`src/rtl/agc_loop_ctrl.sv`:
```
// agc_loop_ctrl: supervisory loop controller for the agc datapath.
// Measures the peak |y_in| over fixed windows of valid samples and ramps the
// reference toward ref_target. It sequences the loop from fast-coefficient
// acquisition to slow-coefficient tracking once the level holds within tolerance.
module agc_loop_ctrl #(
    parameter int unsigned WIN_LOG2  = 8,
    parameter logic [7:0]  A_FAST    = 8'h3F,
    parameter logic [7:0]  A_SLOW    = 8'h0F,
    parameter logic [15:0] LOCK_TOL  = 16'h0400,
    parameter int unsigned LOCK_CNT  = 4,
    parameter logic [15:0] RAMP_STEP = 16'h0010
) (
    input  logic        clk,
    input  logic        rst,
    input  logic        en,
    input  logic        sample_vld,
    input  logic [15:0] y_in,
    input  logic [15:0] ref_target,
    output logic [15:0] reference,
    output logic [7:0]  a_coef,
    output logic        locked,
    output logic [1:0]  state,
    output logic [15:0] peak,
    output logic        peak_vld
);

    typedef enum logic [1:0] {
        IDLE    = 2'b00,
        ACQUIRE = 2'b01,
        TRACK   = 2'b10
    } state_t;

    localparam logic [7:0]  LOCK_CNT_W = 8'(LOCK_CNT);
    localparam logic [16:0] TOL_ACQ    = {1'b0, LOCK_TOL};
    localparam logic [16:0] TOL_TRK    = {LOCK_TOL, 1'b0};

    state_t                state_q, state_d;
    logic [15:0]           reference_q, reference_d;
    logic [7:0]            a_coef_q, a_coef_d;
    logic                  locked_q, locked_d;
    logic [15:0]           peak_q, peak_d;
    logic                  peak_vld_q, peak_vld_d;
    logic [WIN_LOG2-1:0]   win_cnt_q, win_cnt_d;
    logic [15:0]           run_max_q, run_max_d;
    logic [7:0]            good_q, good_d;

    logic [15:0] mag;
    logic [15:0] run_new;
    logic [15:0] ramp_next;
    logic [16:0] err;
    logic        win_end;

    // Saturating magnitude, windowed running max, err against the current reference and the next ramp value
    always_comb begin
        if (y_in == 16'h8000) begin
            mag = 16'h7FFF;
        end else if (y_in[15]) begin
            mag = ~y_in + 16'd1;
        end else begin
            mag = y_in;
        end

        run_new = (mag > run_max_q) ? mag : run_max_q;
        win_end = sample_vld && (win_cnt_q == '1);

        if (run_new >= reference_q) begin
            err = {1'b0, run_new} - {1'b0, reference_q};
        end else begin
            err = {1'b0, reference_q} - {1'b0, run_new};
        end

        if (ref_target > reference_q) begin
            ramp_next = ((ref_target - reference_q) <= RAMP_STEP) ? ref_target
                                                                  : reference_q + RAMP_STEP;
        end else if (ref_target < reference_q) begin
            ramp_next = ((reference_q - ref_target) <= RAMP_STEP) ? ref_target
                                                                  : reference_q - RAMP_STEP;
        end else begin
            ramp_next = reference_q;
        end
    end

    // Next-state logic: sequencing, window bookkeeping and ramp; en=0 overrides everything
    always_comb begin
        state_d     = state_q;
        reference_d = reference_q;
        peak_d      = peak_q;
        peak_vld_d  = 1'b0;
        win_cnt_d   = win_cnt_q;
        run_max_d   = run_max_q;
        good_d      = good_q;

        if (!en) begin
            state_d   = IDLE;
            win_cnt_d = '0;
            run_max_d = '0;
            good_d    = '0;
        end else begin
            unique case (state_q)
                IDLE: begin
                    state_d   = ACQUIRE;
                    win_cnt_d = '0;
                    run_max_d = '0;
                    good_d    = '0;
                end
                ACQUIRE, TRACK: begin
                    if (sample_vld) begin
                        reference_d = ramp_next;
                        if (win_end) begin
                            peak_d     = run_new;
                            peak_vld_d = 1'b1;
                            win_cnt_d  = '0;
                            run_max_d  = '0;
                        end else begin
                            win_cnt_d  = win_cnt_q + WIN_LOG2'(1);
                            run_max_d  = run_new;
                        end
                    end

                    if (state_q == ACQUIRE) begin
                        if (win_end) begin
                            if (err <= TOL_ACQ && reference_q == ref_target) begin
                                if (good_q + 8'd1 == LOCK_CNT_W) begin
                                    state_d = TRACK;
                                    good_d  = '0;
                                end else begin
                                    good_d  = good_q + 8'd1;
                                end
                            end else begin
                                good_d = '0;
                            end
                        end
                    end else begin
                        // Level loss and target change both collapse into one ACQUIRE transition
                        if ((win_end && err > TOL_TRK) || ref_target != reference_q) begin
                            state_d = ACQUIRE;
                            good_d  = '0;
                        end
                    end
                end
                default: begin
                    state_d   = IDLE;
                    win_cnt_d = '0;
                    run_max_d = '0;
                    good_d    = '0;
                end
            endcase
        end

        locked_d = (state_d == TRACK);
        a_coef_d = (state_d == TRACK) ? A_SLOW : A_FAST;
    end

    // State and registered outputs with asynchronous active-low reset
    always_ff @(posedge clk or negedge rst) begin
        if (!rst) begin
            state_q     <= IDLE;
            reference_q <= '0;
            a_coef_q    <= A_FAST;
            locked_q    <= 1'b0;
            peak_q      <= '0;
            peak_vld_q  <= 1'b0;
            win_cnt_q   <= '0;
            run_max_q   <= '0;
            good_q      <= '0;
        end else begin
            state_q     <= state_d;
            reference_q <= reference_d;
            a_coef_q    <= a_coef_d;
            locked_q    <= locked_d;
            peak_q      <= peak_d;
            peak_vld_q  <= peak_vld_d;
            win_cnt_q   <= win_cnt_d;
            run_max_q   <= run_max_d;
            good_q      <= good_d;
        end
    end

    assign reference = reference_q;
    assign a_coef    = a_coef_q;
    assign locked    = locked_q;
    assign state     = state_q;
    assign peak      = peak_q;
    assign peak_vld  = peak_vld_q;

endmodule
```
`config.mk`:
```
export PLATFORM = sky130hd
export DESIGN_NAME = agc_loop_ctrl
export DESIGN_NICKNAME = d
export VERILOG_FILES = /design/src/rtl/agc_loop_ctrl.sv
export SDC_FILE = /design/constraint.sdc
export NUM_CORES = 1
export LEC_CHECK = 0
export BUFFER_PORTS_ARGS = -buffer_cell sky130_fd_sc_hd__buf_2
export CAP_MARGIN = 20
export CORE_AREA = 2 2 147 149
export CTS_BUF_LIST = sky130_fd_sc_hd__clkbuf_16
export DETAILED_ROUTE_END_ITERATION = 16
export DIE_AREA = 0 0 149 151
export SLEW_MARGIN = 10
export SYNTH_ARGS = -nofsm -noshare
export SYNTH_HDL_FRONTEND = slang
export SYNTH_SLANG_ARGS = --single-unit
```
`constraint.sdc`:
```
create_clock -name clk -period 6.9 [get_ports clk]
set_input_delay 0.69 -clock clk [delete_from_list [all_inputs] [get_ports clk]]
set_output_delay 0.69 -clock clk [all_outputs]
set_load 0.005 [all_outputs]
```
# --- Word-level counts from Yosys, hierarchy flattened ---
# Cells that the tools add are included.
op_classes:
  n_eq_ne: 11
  magnitude_cmp: 8
  bitwise_logic: 1
  add_sub_neg: 9
  muxes: 35
  reduce_logical: 10
ops:
  columns: ["op", "count"]
  rows:
  - ["$mux 16", 11]
  - ["$mux 8", 11]
  - ["$sub 16x16->17", 2]
  - ["$gt 16x16->1", 2]
  - ["$le 16x5->1 const B", 2]
  - ["$sub 16x16->16", 2]
  - ["$gt 17x12->1 const B", 1]
  - ["$le 17x11->1 const B", 1]
  - ["$mux 17", 1]
  - ["$add 16x1->16 const B", 1]
  - ["$add 16x5->16 const B", 1]
  - ["$add 8x1->8 const B", 2]
  - ["$eq 16x16->1", 1]
  - ["$eq 16x16->1 const B", 1]
  - ["$ge 16x16->1", 1]
  - ["$lt 16x16->1", 1]
  - ["$ne 16x16->1", 1]
  - ["$not 16->16", 1]
  - ["$sub 16x5->16 const B", 1]
  - ["$mux 2", 6]
  - ["$eq 8x3->1 const B", 1]
  - ["$eq 8x8->1 const B", 1]
  - ["$ne 4x4->1 const B", 2]
  - ["$reduce_and 4->1", 2]
  - ["other kinds (12)", 18]
word_totals:
  ff_bits: 74
  elab_cells: 83

# --- Logic depth before layout (Yosys ltp) ---
depth:
  depth_word: 17
  mapped_depth: 37

# --- Worst setup path after synthesis ---
# OpenSTA, ideal clock, no wires.
synth_timing:
  path_kind: "input port to flip-flop"
  start: "input port y_in[0]"
  end: "register good_q[4]"
  slack_ns: -0.543
  path_buffers: 5
  arrival_ns: 7.324
  cell_stages: 36
  t_required_ns: 6.781
  cell_sequence: "inv_1 ha_1 nand2b_1 or4_1 nand2b_1 nor2_1 nand3_1 clkbuf_1 nand2_1 ha_1 nand3_1 o22ai_1 o21a_1 o21a_1 o21ai_0 nand2b_1 a21o_1 a21oi_1 a31oi_1 buf_1 clkbuf_1 mux2i_1 inv_1 ha_1 buf_4 nand4_4 or3_1 o31a_1 buf_6 a211o_1 a211o_1 a2111oi_4 nor4b_4 nor2_2 nand4b_1 a21bo_1"
synth_between:
  elab_chain_len: 15
synth_lines:
  columns: ["element", "line_no", "source"]
  rows:
  - ["from (decl)", "17", "input logic [15:0] y_in,"]
  - ["$not 16->16", "58", "mag = ~y_in + 16'd1;"]
  - ["$add 16x1->16", "58", null]
  - ["$mux 16", "57", "end else if (y_in[15]) begin"]
  - ["$mux 16 *", "55", "if (y_in == 16'h8000) begin"]
  - ["$gt 16x16->1", "63", "run_new = (mag > run_max_q) ? mag : run_max_q;"]
  - ["$mux 16 *", "63", null]
  - ["named net run_new[3]", "48", "logic [15:0] run_new;"]
  - ["$sub 16x16->17, or another cell as far along", "69", "err = {1'b0, reference_q} - {1'b0, run_new};"]
  - ["$mux 17 *", "66", "if (run_new >= reference_q) begin"]
  - ["$le 17x11->1", "122", "if (err <= TOL_ACQ && reference_q == ref_target) begin"]
  - ["$logic_and 1x1->1", "122", null]
  - ["$mux 8", "122", null]
  - ["$mux 8", "121", "if (win_end) begin"]
  - ["$mux 8", "120", "if (state_q == ACQUIRE) begin"]
  - ["$mux 8", "99", "unique case (state_q)"]
  - ["$mux 8", "93", "if (!en) begin"]
  - ["to (signal assigned)", "175", "good_q <= good_d;"]
  - ["to (decl)", "45", "logic [7:0] good_q, good_d;"]
# The timed path passes the listed nets; every way through them passes the cells marked *. The select of a mux whose other input is x is not followed.
# A chain may end at the register's enable or synchronous reset.

# --- Final worst setup path ---
layout_timing:
  start: "input port y_in[1]"
  end: "register good_q[5]"
# Same word-level chain as after synthesis.

==> reports/metrics.cfg <==
[synthesis]
ys.flop_type=dfrtp_1
yosys_warnings=0
ys_top_cells_by_area=dfrtp_1 (21%), ha_1 (13%), a21oi_1 (5.0%)
async_reset_ff_frac=1.00
yosysSeqAreaShare=0.209
yosysTopAreaCell=dfrtp_1
synth_top_area_share=0.206
ys_ff_latch=69
synth_enable_flop_cells=0
ys_types=90
synthesis.area_mm2=0.00827
syn_avg_cell_area_um2=7.76
synthCells=1066

[critical_path]
path_max_fanout=6
cp_common_cell=buf_4
critPathLaunch=y_in[1]
path_buf_inv=6
cp.required_ns=7.15
cpPeakStageDelay_ns=0.45
r2r_cells=26
crit_family=compound AO/OA/AOI/OAI gates
reg2reg_to=good_q[5]
reg2reg_slack_ns=1.27
r2r_start=run_max_q[3]
crit_arrival_ns=7.04
cp.depth=28
endpoint_kind=register
start_kind=primary input
crit_path_end=good_q[5]
cp_slowest_cell=or4_1
worstSetupPathType=in -> reg

[cts]
cts.path.max_buffers=2
htreeDepth=3
clk_pin_slew_ns=0.06
root_buffer=clkbuf_16
cts_buffers=9
clock_latency_ns=0.36
cts_sinks=69
tritoncts=done

[routing]
via_count=8993
totalWireLength_um=28000
wl_per_cell_um=17.9
drc_errors=0
via_per_inst=5.75
first_pass_iters=6
drt_iter0_markers=648
ant_nets=0

[global_routing]
grt_antenna_before_repair=0
first_global_vias=8183
gr-usage-all-layers=0.242
grt_max_degree=70
grt_pass1_wl_um=43200
grt-ovfl-total=0

[outcome]
status=complete, no violations

[floorplan]
die_h_um=151
core-area_mm2=0.0208
dieArea_mm2=0.0225
start_util=0.397
std_cell_rows=53
io_pins=80
die_x_um=149

[placement]
portBuffers=73
place_ws_ns=-0.767
globalplace.congestion=0.942
dp_hpwl_um=21600

[cells_and_area]
diodes=0
layout-drive-gt1-share=0.292
area_growth_syn_to_layout_pct=32.9
nets=1411

[run]
cap_violations=0

[power]
power_per_cell_area_mw_per_mm2=260
p_leak_nw=5.07
ir_drop_v=0.000136

[timing]
period_share=0.984
hold_viol=0
relSlewSlack=0.220
finalSetupViolations=0
worst_pin_slew_ns=1.16
min_period_ns=6.79
holdWs_ns=0.471
grt_setup_unrepaired=yes
setup_ws_ns=0.111
fmax_mhz=147
fin_skew_ns=0.00822
drv_slew=0

[worst_hold_path]
hold_class=in -> async

-- cells in the final DEF, fill, tap and decap left out, types with 10 or more instances in the layout --
master     count
nand4_1       21
nand3_1       35
a21oi_1       66
mux2i_1       17
a21o_1        22
a21oi_2       15
dfrtp_1       68
nor2_1        56
and3_1        11
o21ai_0       63
o21a_1        12
xnor2_1       25
or3_1         10
nor3_1        22
xor2_1        18
a211o_1       12
buf_2         70
ha_4          13
o22ai_1       10
buf_4        183
ha_1          74
inv_1         84
o31ai_1       10
clkbuf_16     10
nand2_1       95
a22o_1        17
or4_1         10
o21ai_1       20
-- cell usage after synthesis, types with 6 or more instances --
master,number
nand2_1,98
inv_1,89
ha_1,88
a21oi_1,82
o21ai_0,71
dfrtp_1,68
nor2_1,59
nand3_1,37
clkbuf_1,29
mux2i_1,28
xnor2_1,25
nor3_1,24
a21o_1,22
nand4_1,21
xor2_1,18
a22o_1,17
o21ai_1,14
a211o_1,12
buf_2,12
o21a_1,12
or4_1,12
and3_1,11
buf_4,11
o22ai_1,11
o31ai_1,11
or3_1,11
nand2b_1,10
nor4_1,10
a211oi_1,9
nor2b_1,9
and2_1,7
o21bai_1,7
o211ai_1,6
-- what timing repair did --
action	in CTS	in global routing
cloned	0	4
hold buffers	0	0
endpoints found under the setup margin	12	12
gates resized for setup	16	90
pin swaps	1	24
buffers inserted	1	13
-- worst register-to-register path, cell delays in order (launching register included) --
cell	delay, ns
dfrtp_1	0.42
inv_1	0.07
ha_1	0.31
nand3_2	0.09
o22ai_2	0.15
o21a_1	0.13
o21a_1	0.10
o21ai_1	0.05
nand2b_1	0.07
a21o_1	0.15
a21oi_4	0.09
a31oi_4	0.36
clkbuf_16	0.23
mux2i_4	0.24
inv_2	0.07
ha_4	0.29
nand2_1	0.06
or3_4	0.39
o31a_1	0.37
buf_4	0.16
and4_1	0.19
a211o_1	0.28
a2111oi_4	0.42
nor4b_4	0.39
buf_4	0.19
nor2_4	0.05
a31o_1	0.21
-- metal layers --
layer	global-route usage	vias to the layer above	part of all wire
met1	0.332	4306	0.46
met5	0	-	0
met4	0.0710	0	0.022
li1	-	4349	-
met2	0.400	299	0.47
met3	0.0316	39	0.050
-- cell families after synthesis --
family	synth area share
AOI/OAI and AO/OA	0.278
xor gates and xnor gates	0.0455
adders and majority gates	0.138
buffers and inverters	0.0771
DFF	0.209
muxes	0.0339
other	0.000908
and+or+nand+nor	0.217
-- per-stage QoR --
step | instance area, um^2 | instances | setup TNS (ns) | total power [mW] | utilization
after floorplan | 8380 | 1070 | 0 | 1.54 | -
after global placement | 10000 | 1529 | -7.96 | 2.19 | 0.481
final | 11000 | 1565 | 0 | 2.87 | 0.528
after global routing | 11000 | 1565 | -1.02 | 3.04 | 0.528
after detailed placement | 10000 | 1530 | -8.16 | 2.19 | 0.482
after CTS | 10400 | 1547 | -0.0117 | 2.71 | 0.499
-- how the worst min path moves through the flow --
stage | slack, ns | to | cells past startpoint
4_1_cts | 0.48 | peak[2] | 2
5_1_grt | 0.51 | peak[4] | 2
2_1_floorplan | 0.39 | good_q[0] | 0
3_3_place_gp | 0.46 | peak[2] | 2
6_report | 0.47 | reference[2] | 1
3_5_place_dp | 0.47 | peak[2] | 2
-- final cells by class --
class	instances	area [um^2]
Fill cell	1979	9820
Multi-Input combinational cell	857	6490
Timing Repair Buffer	258	1800
Sequential cell	69	1730
Tap cell	275	344
Inverter	90	343
Clock buffer	9	225
Clock inverter	7	75.1
-- state kept, by name, summed over array words and instances, names as in the netlist --
register	cells
peak	16
run_max_q	16
good_q	8
state	2
peak_vld	1
a_coef	1
locked	1
win_cnt_q	8
reference	16
-- where the power goes --
group	leakage, nW	switching (mW)	internal, mW	total [mW]
Combinational	4.02	1.03	0.846	1.88
Sequential	0.909	0.0738	0.427	0.501
Clock	0.143	0.205	0.282	0.487
(Power assumes the default switching activity.)
